===== src/rtl/intc_pkg.sv =====
`default_nettype none
// ============================================================================
//  Module   : intc_pkg
//  Purpose  : Shared constants for the APB interrupt controller: register
//             word offsets, pending-bit indices and TIMER_CTRL field positions.
//  Ports    : none (package)
//  Revision : 1.0 - initial release
// ============================================================================
package intc_pkg;

   // Register word offsets inside the 64-byte window
   localparam logic [5:0] OFF_PENDING = 6'h00;
   localparam logic [5:0] OFF_ENABLE  = 6'h04;
   localparam logic [5:0] OFF_MODE    = 6'h08;
   localparam logic [5:0] OFF_CLAIM   = 6'h0C;
   localparam logic [5:0] OFF_TCMP    = 6'h10;
   localparam logic [5:0] OFF_TCNT    = 6'h14;
   localparam logic [5:0] OFF_TCTRL   = 6'h18;

   // Size of the decoded register window in bytes
   localparam int unsigned WIN_BYTES = 64;

   // Pending bit map
   localparam int PEND_BUSERR = 0;
   localparam int PEND_TIMER  = 1;
   localparam int PEND_EXT0   = 2;

   // TIMER_CTRL fields
   localparam int TCTRL_EN = 0;
   localparam int TCTRL_AR = 1;

endpackage
`default_nettype wire


===== src/rtl/intc_timer.sv =====
`default_nettype none
// ============================================================================
//  Module   : intc_timer
//  Purpose  : Programmable system timer. Counts up while enabled; on reaching
//             the compare value it flags a match and either reloads to zero
//             (autoreload) or holds and disables itself.
//  Ports    : pclk/presetn      - clock, async active-low reset
//             *_we / *_wdata    - register write ports (data already merged
//                                 with byte strobes by the bus front end)
//             cmp, cnt, ctrl    - current register contents
//             match             - counter equals compare while enabled
//  Revision : 1.0 - initial release
// ============================================================================
module intc_timer
   import intc_pkg::*;
#(
   parameter int                     TIMER_WIDTH = 32,
   parameter logic [TIMER_WIDTH-1:0] RST_CMP     = 'h10000
) (
   input  logic                   pclk,
   input  logic                   presetn,
   input  logic                   cmp_we,
   input  logic                   cnt_we,
   input  logic                   ctrl_we,
   input  logic [TIMER_WIDTH-1:0] cmp_wdata,
   input  logic [TIMER_WIDTH-1:0] cnt_wdata,
   input  logic [1:0]             ctrl_wdata,
   output logic [TIMER_WIDTH-1:0] cmp,
   output logic [TIMER_WIDTH-1:0] cnt,
   output logic [1:0]             ctrl,
   output logic                   match
);

   logic [TIMER_WIDTH-1:0] r_cmp;
   logic [TIMER_WIDTH-1:0] r_cnt;
   logic [1:0]             r_ctrl;
   logic                   w_match;

   // A disabled timer never matches, otherwise a one-shot that has already
   // stopped on its compare value would keep re-firing.
   assign w_match = r_ctrl[TCTRL_EN] && (r_cnt == r_cmp);

   always_ff @(posedge pclk or negedge presetn) begin
      if (!presetn) begin
         r_cmp  <= RST_CMP;
         r_cnt  <= '0;
         r_ctrl <= 2'b11;
      end else begin
         if (cmp_we) begin
            r_cmp <= cmp_wdata;
         end

         // Software writes take priority over counting and reloading
         if (cnt_we) begin
            r_cnt <= cnt_wdata;
         end else if (w_match) begin
            if (r_ctrl[TCTRL_AR]) begin
               r_cnt <= '0;
            end
         end else if (r_ctrl[TCTRL_EN]) begin
            r_cnt <= r_cnt + 1'b1;
         end

         if (ctrl_we) begin
            r_ctrl <= ctrl_wdata;
         end else if (w_match && !r_ctrl[TCTRL_AR]) begin
            r_ctrl[TCTRL_EN] <= 1'b0;
         end
      end
   end

   assign cmp   = r_cmp;
   assign cnt   = r_cnt;
   assign ctrl  = r_ctrl;
   assign match = w_match;

endmodule
`default_nettype wire


===== src/rtl/intc_apb.sv =====
`default_nettype none
// ============================================================================
//  Module   : intc_apb
//  Purpose  : APB interrupt controller and system timer. Aggregates the bus
//             error event, the internal timer and NUM_SRC external sources
//             into a single registered CPU interrupt, with per-source pending,
//             enable and level/edge mode, plus a priority claim register.
//  Ports    : pclk, presetn                - clock, async active-low reset
//             paddr, pdata, pstb           - APB address, write data, strobes
//             psel, penable, pwrite        - APB control
//             prdata, pready, perr         - APB response (one wait state)
//             irq_src                      - external sources, active-high
//             APB_perr                     - fabric bus-error event
//             cpu_interrupt                - OR of pending & enabled, registered
//  Revision : 1.0 - initial release
// ============================================================================
module intc_apb
   import intc_pkg::*;
#(
   parameter int                     ADDR_WIDTH    = 32,
   parameter int                     DATA_WIDTH    = 32,
   parameter int                     NUM_SRC       = 8,
   parameter logic [ADDR_WIDTH-1:0]  BASE_ADDR     = 32'h2000_0000,
   parameter int                     TIMER_WIDTH   = 32,
   parameter logic [TIMER_WIDTH-1:0] TIMER_RST_CMP = 'h10000
) (
   input  logic                  pclk,
   input  logic                  presetn,
   input  logic [ADDR_WIDTH-1:0] paddr,
   input  logic [DATA_WIDTH-1:0] pdata,
   output logic [DATA_WIDTH-1:0] prdata,
   input  logic                  psel,
   input  logic                  penable,
   input  logic                  pwrite,
   input  logic [3:0]            pstb,
   output logic                  pready,
   output logic                  perr,
   input  logic [NUM_SRC-1:0]    irq_src,
   input  logic                  APB_perr,
   output logic                  cpu_interrupt
);

   // Pending/enable vector width: bus error, timer, then the external sources
   localparam int NP = NUM_SRC + PEND_EXT0;

   logic                   r_pready;
   logic                   r_perr;
   logic [DATA_WIDTH-1:0]  r_prdata;
   logic                   r_cpu_int;
   logic [NP-1:0]          r_pend;
   logic [NP-1:0]          r_enable;
   logic [NUM_SRC-1:0]     r_mode;
   logic [NUM_SRC-1:0]     r_irq_q;
   logic [NUM_SRC-1:0]     r_irq_q2;

   logic [ADDR_WIDTH-1:0]  w_off;
   logic [5:0]             w_reg;
   logic                   w_valid;
   logic                   w_access;
   logic                   w_wr;
   logic                   w_rd;
   logic [DATA_WIDTH-1:0]  w_mask;
   logic [DATA_WIDTH-1:0]  w_rdata;
   logic [DATA_WIDTH-1:0]  w_claim_id;
   logic [NP-1:0]          w_claim_oh;
   logic [NP-1:0]          w_sticky;
   logic [NP-1:0]          w_pend;
   logic [NP-1:0]          w_act;
   logic [NP-1:0]          w_set;
   logic [NP-1:0]          w_clr;
   logic [NP-1:0]          w_enable_nx;
   logic [NUM_SRC-1:0]     w_mode_nx;

   logic                   w_tmatch;
   logic [TIMER_WIDTH-1:0] w_tcmp;
   logic [TIMER_WIDTH-1:0] w_tcnt;
   logic [1:0]             w_tctrl;
   logic [TIMER_WIDTH-1:0] w_tcmp_wd;
   logic [TIMER_WIDTH-1:0] w_tcnt_wd;
   logic [1:0]             w_tctrl_wd;

   // ------------------------------------------------------------------------
   // Address decode and APB handshake
   // ------------------------------------------------------------------------
   assign w_off    = paddr - BASE_ADDR;
   assign w_reg    = w_off[5:0];
   assign w_access = psel & penable & ~r_pready;
   assign w_wr     = w_access &  pwrite & w_valid;
   assign w_rd     = w_access & ~pwrite & w_valid;

   always_comb begin
      w_valid = 1'b0;
      if (w_off < ADDR_WIDTH'(WIN_BYTES)) begin
         case (w_reg)
            OFF_PENDING, OFF_ENABLE, OFF_MODE, OFF_CLAIM,
            OFF_TCMP, OFF_TCNT, OFF_TCTRL: w_valid = 1'b1;
            default:                       w_valid = 1'b0;
         endcase
      end
   end

   // Byte-lane write mask; lanes beyond the four strobes are never written
   always_comb begin
      w_mask = '0;
      for (int j = 0; j < DATA_WIDTH; j++) begin
         w_mask[j] = (j < 32) ? pstb[(j >> 3) & 3] : 1'b0;
      end
   end

   // ------------------------------------------------------------------------
   // Pending state
   // ------------------------------------------------------------------------
   // Bus error and timer are always sticky; external bits follow MODE.
   assign w_sticky = {r_mode, 2'b11};
   // Level-mode bits read the live source; only sticky bits hold state.
   assign w_pend   = (r_pend & w_sticky) | ({irq_src, 2'b00} & ~w_sticky);
   assign w_act    = w_pend & r_enable;

   // Priority encoder: the lowest-numbered active bit wins
   always_comb begin
      w_claim_id = '0;
      w_claim_oh = '0;
      for (int n = NP - 1; n >= 0; n--) begin
         if (w_act[n]) begin
            w_claim_id    = DATA_WIDTH'(n + 1);
            w_claim_oh    = '0;
            w_claim_oh[n] = 1'b1;
         end
      end
   end

   always_comb begin
      w_set                    = '0;
      w_set[PEND_BUSERR]       = APB_perr;
      w_set[PEND_TIMER]        = w_tmatch;
      w_set[NP-1:PEND_EXT0]    = r_mode & r_irq_q & ~r_irq_q2;

      w_clr = '0;
      if (w_wr && (w_reg == OFF_PENDING)) begin
         w_clr = pdata[NP-1:0] & w_mask[NP-1:0];
      end
      if (w_rd && (w_reg == OFF_CLAIM)) begin
         w_clr = w_clr | w_claim_oh;
      end
   end

   assign w_enable_nx = (r_enable & ~w_mask[NP-1:0]) | (pdata[NP-1:0] & w_mask[NP-1:0]);
   assign w_mode_nx   = (r_mode & ~w_mask[NP-1:PEND_EXT0]) |
                        (pdata[NP-1:PEND_EXT0] & w_mask[NP-1:PEND_EXT0]);

   // ------------------------------------------------------------------------
   // Timer
   // ------------------------------------------------------------------------
   assign w_tcmp_wd  = (w_tcmp & ~w_mask[TIMER_WIDTH-1:0]) |
                       (pdata[TIMER_WIDTH-1:0] & w_mask[TIMER_WIDTH-1:0]);
   assign w_tcnt_wd  = (w_tcnt & ~w_mask[TIMER_WIDTH-1:0]) |
                       (pdata[TIMER_WIDTH-1:0] & w_mask[TIMER_WIDTH-1:0]);
   assign w_tctrl_wd = (w_tctrl & ~w_mask[1:0]) | (pdata[1:0] & w_mask[1:0]);

   intc_timer #(
      .TIMER_WIDTH (TIMER_WIDTH),
      .RST_CMP     (TIMER_RST_CMP)
   ) u_timer (
      .pclk        (pclk),
      .presetn     (presetn),
      .cmp_we      (w_wr && (w_reg == OFF_TCMP)),
      .cnt_we      (w_wr && (w_reg == OFF_TCNT)),
      .ctrl_we     (w_wr && (w_reg == OFF_TCTRL)),
      .cmp_wdata   (w_tcmp_wd),
      .cnt_wdata   (w_tcnt_wd),
      .ctrl_wdata  (w_tctrl_wd),
      .cmp         (w_tcmp),
      .cnt         (w_tcnt),
      .ctrl        (w_tctrl),
      .match       (w_tmatch)
   );

   // ------------------------------------------------------------------------
   // Read mux
   // ------------------------------------------------------------------------
   always_comb begin
      w_rdata = '0;
      case (w_reg)
         OFF_PENDING: w_rdata = DATA_WIDTH'(w_pend);
         OFF_ENABLE:  w_rdata = DATA_WIDTH'(r_enable);
         OFF_MODE:    w_rdata = DATA_WIDTH'({r_mode, 2'b00});
         OFF_CLAIM:   w_rdata = w_claim_id;
         OFF_TCMP:    w_rdata = DATA_WIDTH'(w_tcmp);
         OFF_TCNT:    w_rdata = DATA_WIDTH'(w_tcnt);
         OFF_TCTRL:   w_rdata = DATA_WIDTH'(w_tctrl);
         default:     w_rdata = '0;
      endcase
   end

   // ------------------------------------------------------------------------
   // State registers
   // ------------------------------------------------------------------------
   always_ff @(posedge pclk or negedge presetn) begin
      if (!presetn) begin
         r_pready  <= 1'b0;
         r_perr    <= 1'b0;
         r_prdata  <= '0;
         r_cpu_int <= 1'b0;
         r_pend    <= '0;
         r_enable  <= NP'(2'b11);
         r_mode    <= '0;
         r_irq_q   <= '0;
         r_irq_q2  <= '0;
      end else begin
         r_pready  <= w_access;
         r_perr    <= w_access & ~w_valid;
         r_prdata  <= w_rd ? w_rdata : '0;
         r_irq_q   <= irq_src;
         r_irq_q2  <= r_irq_q;
         // Hardware set is applied after the clear so that it wins
         r_pend    <= ((r_pend & ~w_clr) | w_set) & w_sticky;
         r_cpu_int <= |w_act;
         if (w_wr && (w_reg == OFF_ENABLE)) begin
            r_enable <= w_enable_nx;
         end
         if (w_wr && (w_reg == OFF_MODE)) begin
            r_mode <= w_mode_nx;
         end
      end
   end

   assign prdata        = r_prdata;
   assign pready        = r_pready;
   assign perr          = r_perr;
   assign cpu_interrupt = r_cpu_int;

endmodule
`default_nettype wire

===== config.mk =====
export PLATFORM = sky130hd
export DESIGN_NAME = intc_apb
export DESIGN_NICKNAME = d
export VERILOG_FILES = /design/src/rtl/intc_pkg.sv /design/src/rtl/intc_timer.sv /design/src/rtl/intc_apb.sv
export SDC_FILE = /design/constraint.sdc
export NUM_CORES = 1
export LEC_CHECK = 0
export ABC_AREA = 1
export BUFFER_PORTS_ARGS = -buffer_cell sky130_fd_sc_hd__buf_2
export CAP_MARGIN = 10
export CORE_MARGIN = 1
export CORE_UTILIZATION = 55
export DETAILED_ROUTE_END_ITERATION = 7
export GPL_TIMING_DRIVEN = 0
export PLACE_DENSITY = 0.83
export SKIP_LAST_GASP = 1
export SLEW_MARGIN = 15
export SYNTH_ARGS = -nofsm -noshare
export SYNTH_HDL_FRONTEND = slang
export SYNTH_SLANG_ARGS = --single-unit

===== constraint.sdc =====
create_clock -name pclk -period 2.2 [get_ports pclk]
set_clock_uncertainty 0.05 [all_clocks]
set_input_delay 0.44 -clock pclk [delete_from_list [all_inputs] [get_ports pclk]]
set_output_delay 0.44 -clock pclk [all_outputs]
set_load 0.03 [all_outputs]

# Word-level counts from Yosys, hierarchy flattened
# Index checks and enable logic that the tools add are counted.
# totals
wordCells	113
register_bits	145
output_inout_bits	35
in_bits	82
# classes
reduce_logical	16
magnitude_cmp	1
eq_ne	8
n_bitwise	41
mux	32
n_addsub	2
# ops
operator	n
2-to-1 mux 32 bit	14
case mux 32 bit (7 select lines)	1
2-to-1 mux 10 bit	12
bitwise AND 32 bit	3
bitwise AND 10 bit	7
bitwise OR 32 bit	2
bitwise OR 10 bit	4
adder 32 x 1 -> 32 bit (second input constant)	1
bitwise AND 8 bit	4
equality test 32 bit	1
< comparator 32 x 7 -> 1 bit (second input constant)	1
inverter 32 bit	1
subtractor 32 x 30 -> 32 bit (second input constant)	1
inverter 10 bit	3
equality test 6 x 5 -> 1 bit (second input constant)	3
inverter 8 bit	2
equality test 6 x 4 -> 1 bit (second input constant)	2
OR reduction 10 bit	1
logical AND 1 bit	9
bitwise OR 8 bit	1
bitwise AND 1 bit	7
OR reduction 7 bit	1
equality test 6 x 3 -> 1 bit (second input constant)	1
zero test 6 bit	1
other kinds (11)	17

# Depth between registers and ports, before layout
# logic_depth
depth_word	20
mapped_depth	15
depth_no_buf	14

# Cells and area by module
# From an unflattened synthesis, not the netlist that was laid out.
# hier_totals
cells_unflattened	1485
area_unflattened_um2	9664.3
# by_module_without_submodules
mod	n_inst	seq_area_each_um2	cells_per_inst	area_each_um2
intc_timer	1	1655.3	840	5012.3
intc_apb	1	1979.4	645	4652.0

# Worst setup path before layout
# No wires, ideal clock.
# synth_timing
path_kind	input to register
from	input port paddr[29]
to	register (tool-made name)
setup_time_ns	0.118
stages	13
path_buffers	1
slack_ns	0.007
arrival_time_ns	2.025
cell_sequence	inv_1 -> ha_1 -> nor2_1 -> nor2_1 -> nor2_1 -> nand2_1 -> nor3_4 -> nand2_4 -> nor2_4 -> nand2_4 -> buf_6 -> nand2_1 -> o21ai_2
# synth_rtl
item	line	source
start: declaration	intc_apb.sv:29	input logic [ADDR_WIDTH-1:0] paddr,

==> summary.md <==
| Metric | Value |
|---|---|
| Status | finished with violations |
| Failing checks | setup timing |
| GPL Wtd Cong | 0.946 |
| Worst-Skew Late Latency | 0.43 ns |
| Finished Layout Cells | 1567 |
| Area contributors post-synth | dfrtp_1 41%, nand2_1 18%, nand3_1 8.8% |
| Worst-path fanout max | 8 |
| DRC errors left | 0 |
| CTS HTree Levels | 4 |
| Worst vdd ir | 0.474 mV |
| Top-Level Pins | 117 |
| Synthesis-to-layout area growth | 19.2% |
| TNS Setup | -0.0280 ns |
| DP Cell Count | 1532 |
| Post-Synthesis Cell Area | 8600 um2 |
| DRT antenna net count | 0 |
| TritonCTS clock tree | yes |
| Lkg Pwr | 0.00519 uW |
| Critical Path Most Common Cell | nand2_1 |
| Sink Count | 145 |
| Yosys top cell area share | 40.8% |
| Initial antenna violation count | 0 |
| Fin. Hold Viols | 0 |
| Post-synthesis mux area share | 0% |
| Setup CP Type | reg -> reg |
| Chain of cells forming the critical path | clkbuf_1 > xor2_1 > nor2_1 > nand2_1 > nor2_2 > nand3_2 > nand3_4 > nand2_2 > nand2_1 > nand2_1 |
| WP data arrival | 2.49 ns |
| Synth Area per Inst | 6.98 um2 |
| Number of global-route vias before repair | 8109 |
| Number of synthesized flops with an enable pin | 0 |
| Mapped Nets | 1315 |
| Synth cell count leaders | 416 x nand2_1, 151 x nand3_1, 140 x dfrtp_1 |
| Port bufs | 112 |
| Hold Startpoint | irq_src[5] |
| Fillcell total | 1301 |
| Warnings, synthesis | 0 |
| Worst Tran Pin Value | 0.776 ns |
| First-pass GRT wire length | 40.8 mm |
| Starting DRT DRC Count | 995 |
| #FFs+latches synth | 145 |
| Via count | 8852 |
| Cts bufs inserted | 17 |
| Post-synthesis adder-cell area fraction | 0.291% |
| DIE WIDTH | 127 um |
| XOR/XNOR Fraction of Synth Area | 2.65% |
| Worst path depth | 10 |
| Setup ws final | -0.0234 ns |
| Slew Limit Fails | 0 |
| Min-Delay Path Depth | 1 |
| Synth async-reset ratio | 100% |
| Share of post-route cells with drive strength above 1 | 17.0% |
| Ys flop type | dfrtp_1 |
| Max incr delay on CP | 0.37 ns |
| Die Span Y | 127 um |
| N_diodes | 0 |
| Hold crit path type | in -> reg |
| Dpl ws | -0.725 ns |
| Max cap viols | 0 |
| Most frequent cell after synthesis | nand2_1 |
| Critical path capture point type | register |
| Synth Area in Compound Gates | 7.67% |
| Router iterations before antenna repair | 7 |
| Slew Limit Headroom | 48.1% |
| Overflow after GRT | 0 |
| Reg2reg setup slack | -0.02 ns |
| Core area | 15200 um2 |
| PwrDens | 584 nW/um2 |
| Die area | 16100 um2 |
| Clock transition at the registers of the reported paths | 0.06 ns |
| Total Routing Usage GR | 32.8% |
| F_max | 450 MHz |
| Mapped Cells | 1231 |
| Main combinational cell family by area after synthesis | simple AND/OR/NAND/NOR gates |
| Reg2reg path depth | 10 |
| Critical-path top delay cell | dfrtp_1 |
| Synth Area in Simple Gates | 38.6% |
| Initial Util | 56.5% |
| Min Tclk post-route | 2.22 ns |
| Pin count of the biggest net entering global routing | 86 |
| Top delay family on crit path | simple AND/OR/NAND/NOR gates |
| Nets | 1450 |
| WL final | 25.7 mm |
| Synth cell types | 38 |
| Crit share post-route | 101% |
| Clock buffer depth | 2 |
| Final Util | 67.4% |
| Post-route cell area | 10200 um2 |
| Critical path buffers and inverters | 1 |
| Wire per inst | 16.4 um |
| DR vias/cell | 5.65 |
| Required time of the critical path | 2.46 ns |
| Startpoint Class | register |
| Final setup viols | 2 |
| Site row count | 45 |
| Sequential share of the synthesized area | 42.3% |
| Clk root buf | clkbuf_16 |
| Placed inst area | 9430 um2 |
| HPWL Detailed | 18.6 mm |
| Leading area contributor after synthesis | dfrtp_1 |
| Unrepaired setup endpoints after global routing | yes |
-- layout make-up --
class	instances	area [um2]	area share [%]
repair buffers	122	681	6.65
clock inverters	13	159	1.55
flip-flops and latches	145	3640	35.5
inverters	138	527	5.14
well taps	188	235	2.30
plain buffers	38	228	2.22
clock buffers	19	443	4.32
multi-input cells	904	4330	42.3
-- report_power, final --
group | switching (uW) | internal, uW | total (uW)
Combinational | 201 | 90.7 | 292
Clock | 1180 | 1810 | 3000
Sequential | 6.52 | 2680 | 2690
Total | 1390 | 4590 | 5980
-- cell families (layout without fill, tap and decap cells) --
kind of cell / after synthesis / count (layout)
flip-flops: 145 / 145
adder cells (fa/ha/maj): 2 / 2
AO/OA/AOI/OAI: 102 / 102
XOR/XNOR: 26 / 26
AND/OR/NAND/NOR: 774 / 774
buffers and inverters: 182 / 330
-- per-stage QoR --
step | power [uW] | hold slack (ns)
floorplan | 2840 | 0.0944
global placement | 3010 | 0.305
detailed placement | 3020 | 0.312
CTS | 5980 | 0.0730
global route | 6140 | 0.0752
finish | 5980 | 0.0783
-- metal layers --
layer  vias to the layer above  global-route usage [%]  routed length (um)
li1                       4213                       -                   -
met1                      4081                    46.4               11100
met2                       510                    50.3               11500
met3                        48                    6.37                2640
met4                         0                    12.4                 546
met5                         -                       0                   0
-- how the worst min path moves through the flow --
stage | end | slack (ns)
final | r_irq_q[5]$_DFF_PN0_ | 0.08
after detailed placement | r_irq_q2[5]$_DFF_PN0_ | 0.31
after global routing | r_irq_q[2]$_DFF_PN0_ | 0.08
after floorplan | asynchronous set/reset pin | 0.09
after global placement | r_irq_q2[5]$_DFF_PN0_ | 0.31
after CTS | r_irq_q[6]$_DFF_PN0_ | 0.07
-- placed cells by master, fill, tap and decap left out, types with 7 or more instances in the layout --
cell type,Yosys,final
a21oi_1,16,16
nand4_1,20,20
nand3_1,151,150
nand2_2,10,12
nand3b_1,14,14
xnor2_1,7,7
clkbuf_1,32,17
o21ai_0,15,15
xor2_1,19,19
a22oi_1,29,29
o21ai_2,8,8
o21ai_1,14,14
inv_1,137,136
dfrtp_1,140,136
nor2_2,3,12
nor2_1,135,123
nor3_1,15,13
nand2_1,416,411
buf_2,3,113
clkbuf_16,0,17
buf_4,6,14
-- repair_timing --
action,in CTS,in global routing
buffers inserted,5,3
gates resized for setup,13,52
hold buffers,1,0
endpoints found under the hold margin,60,0
endpoints found under the setup margin,100,87
pin swaps,3,3
gates cloned,0,0
Power figures use the tool's default switching activity.
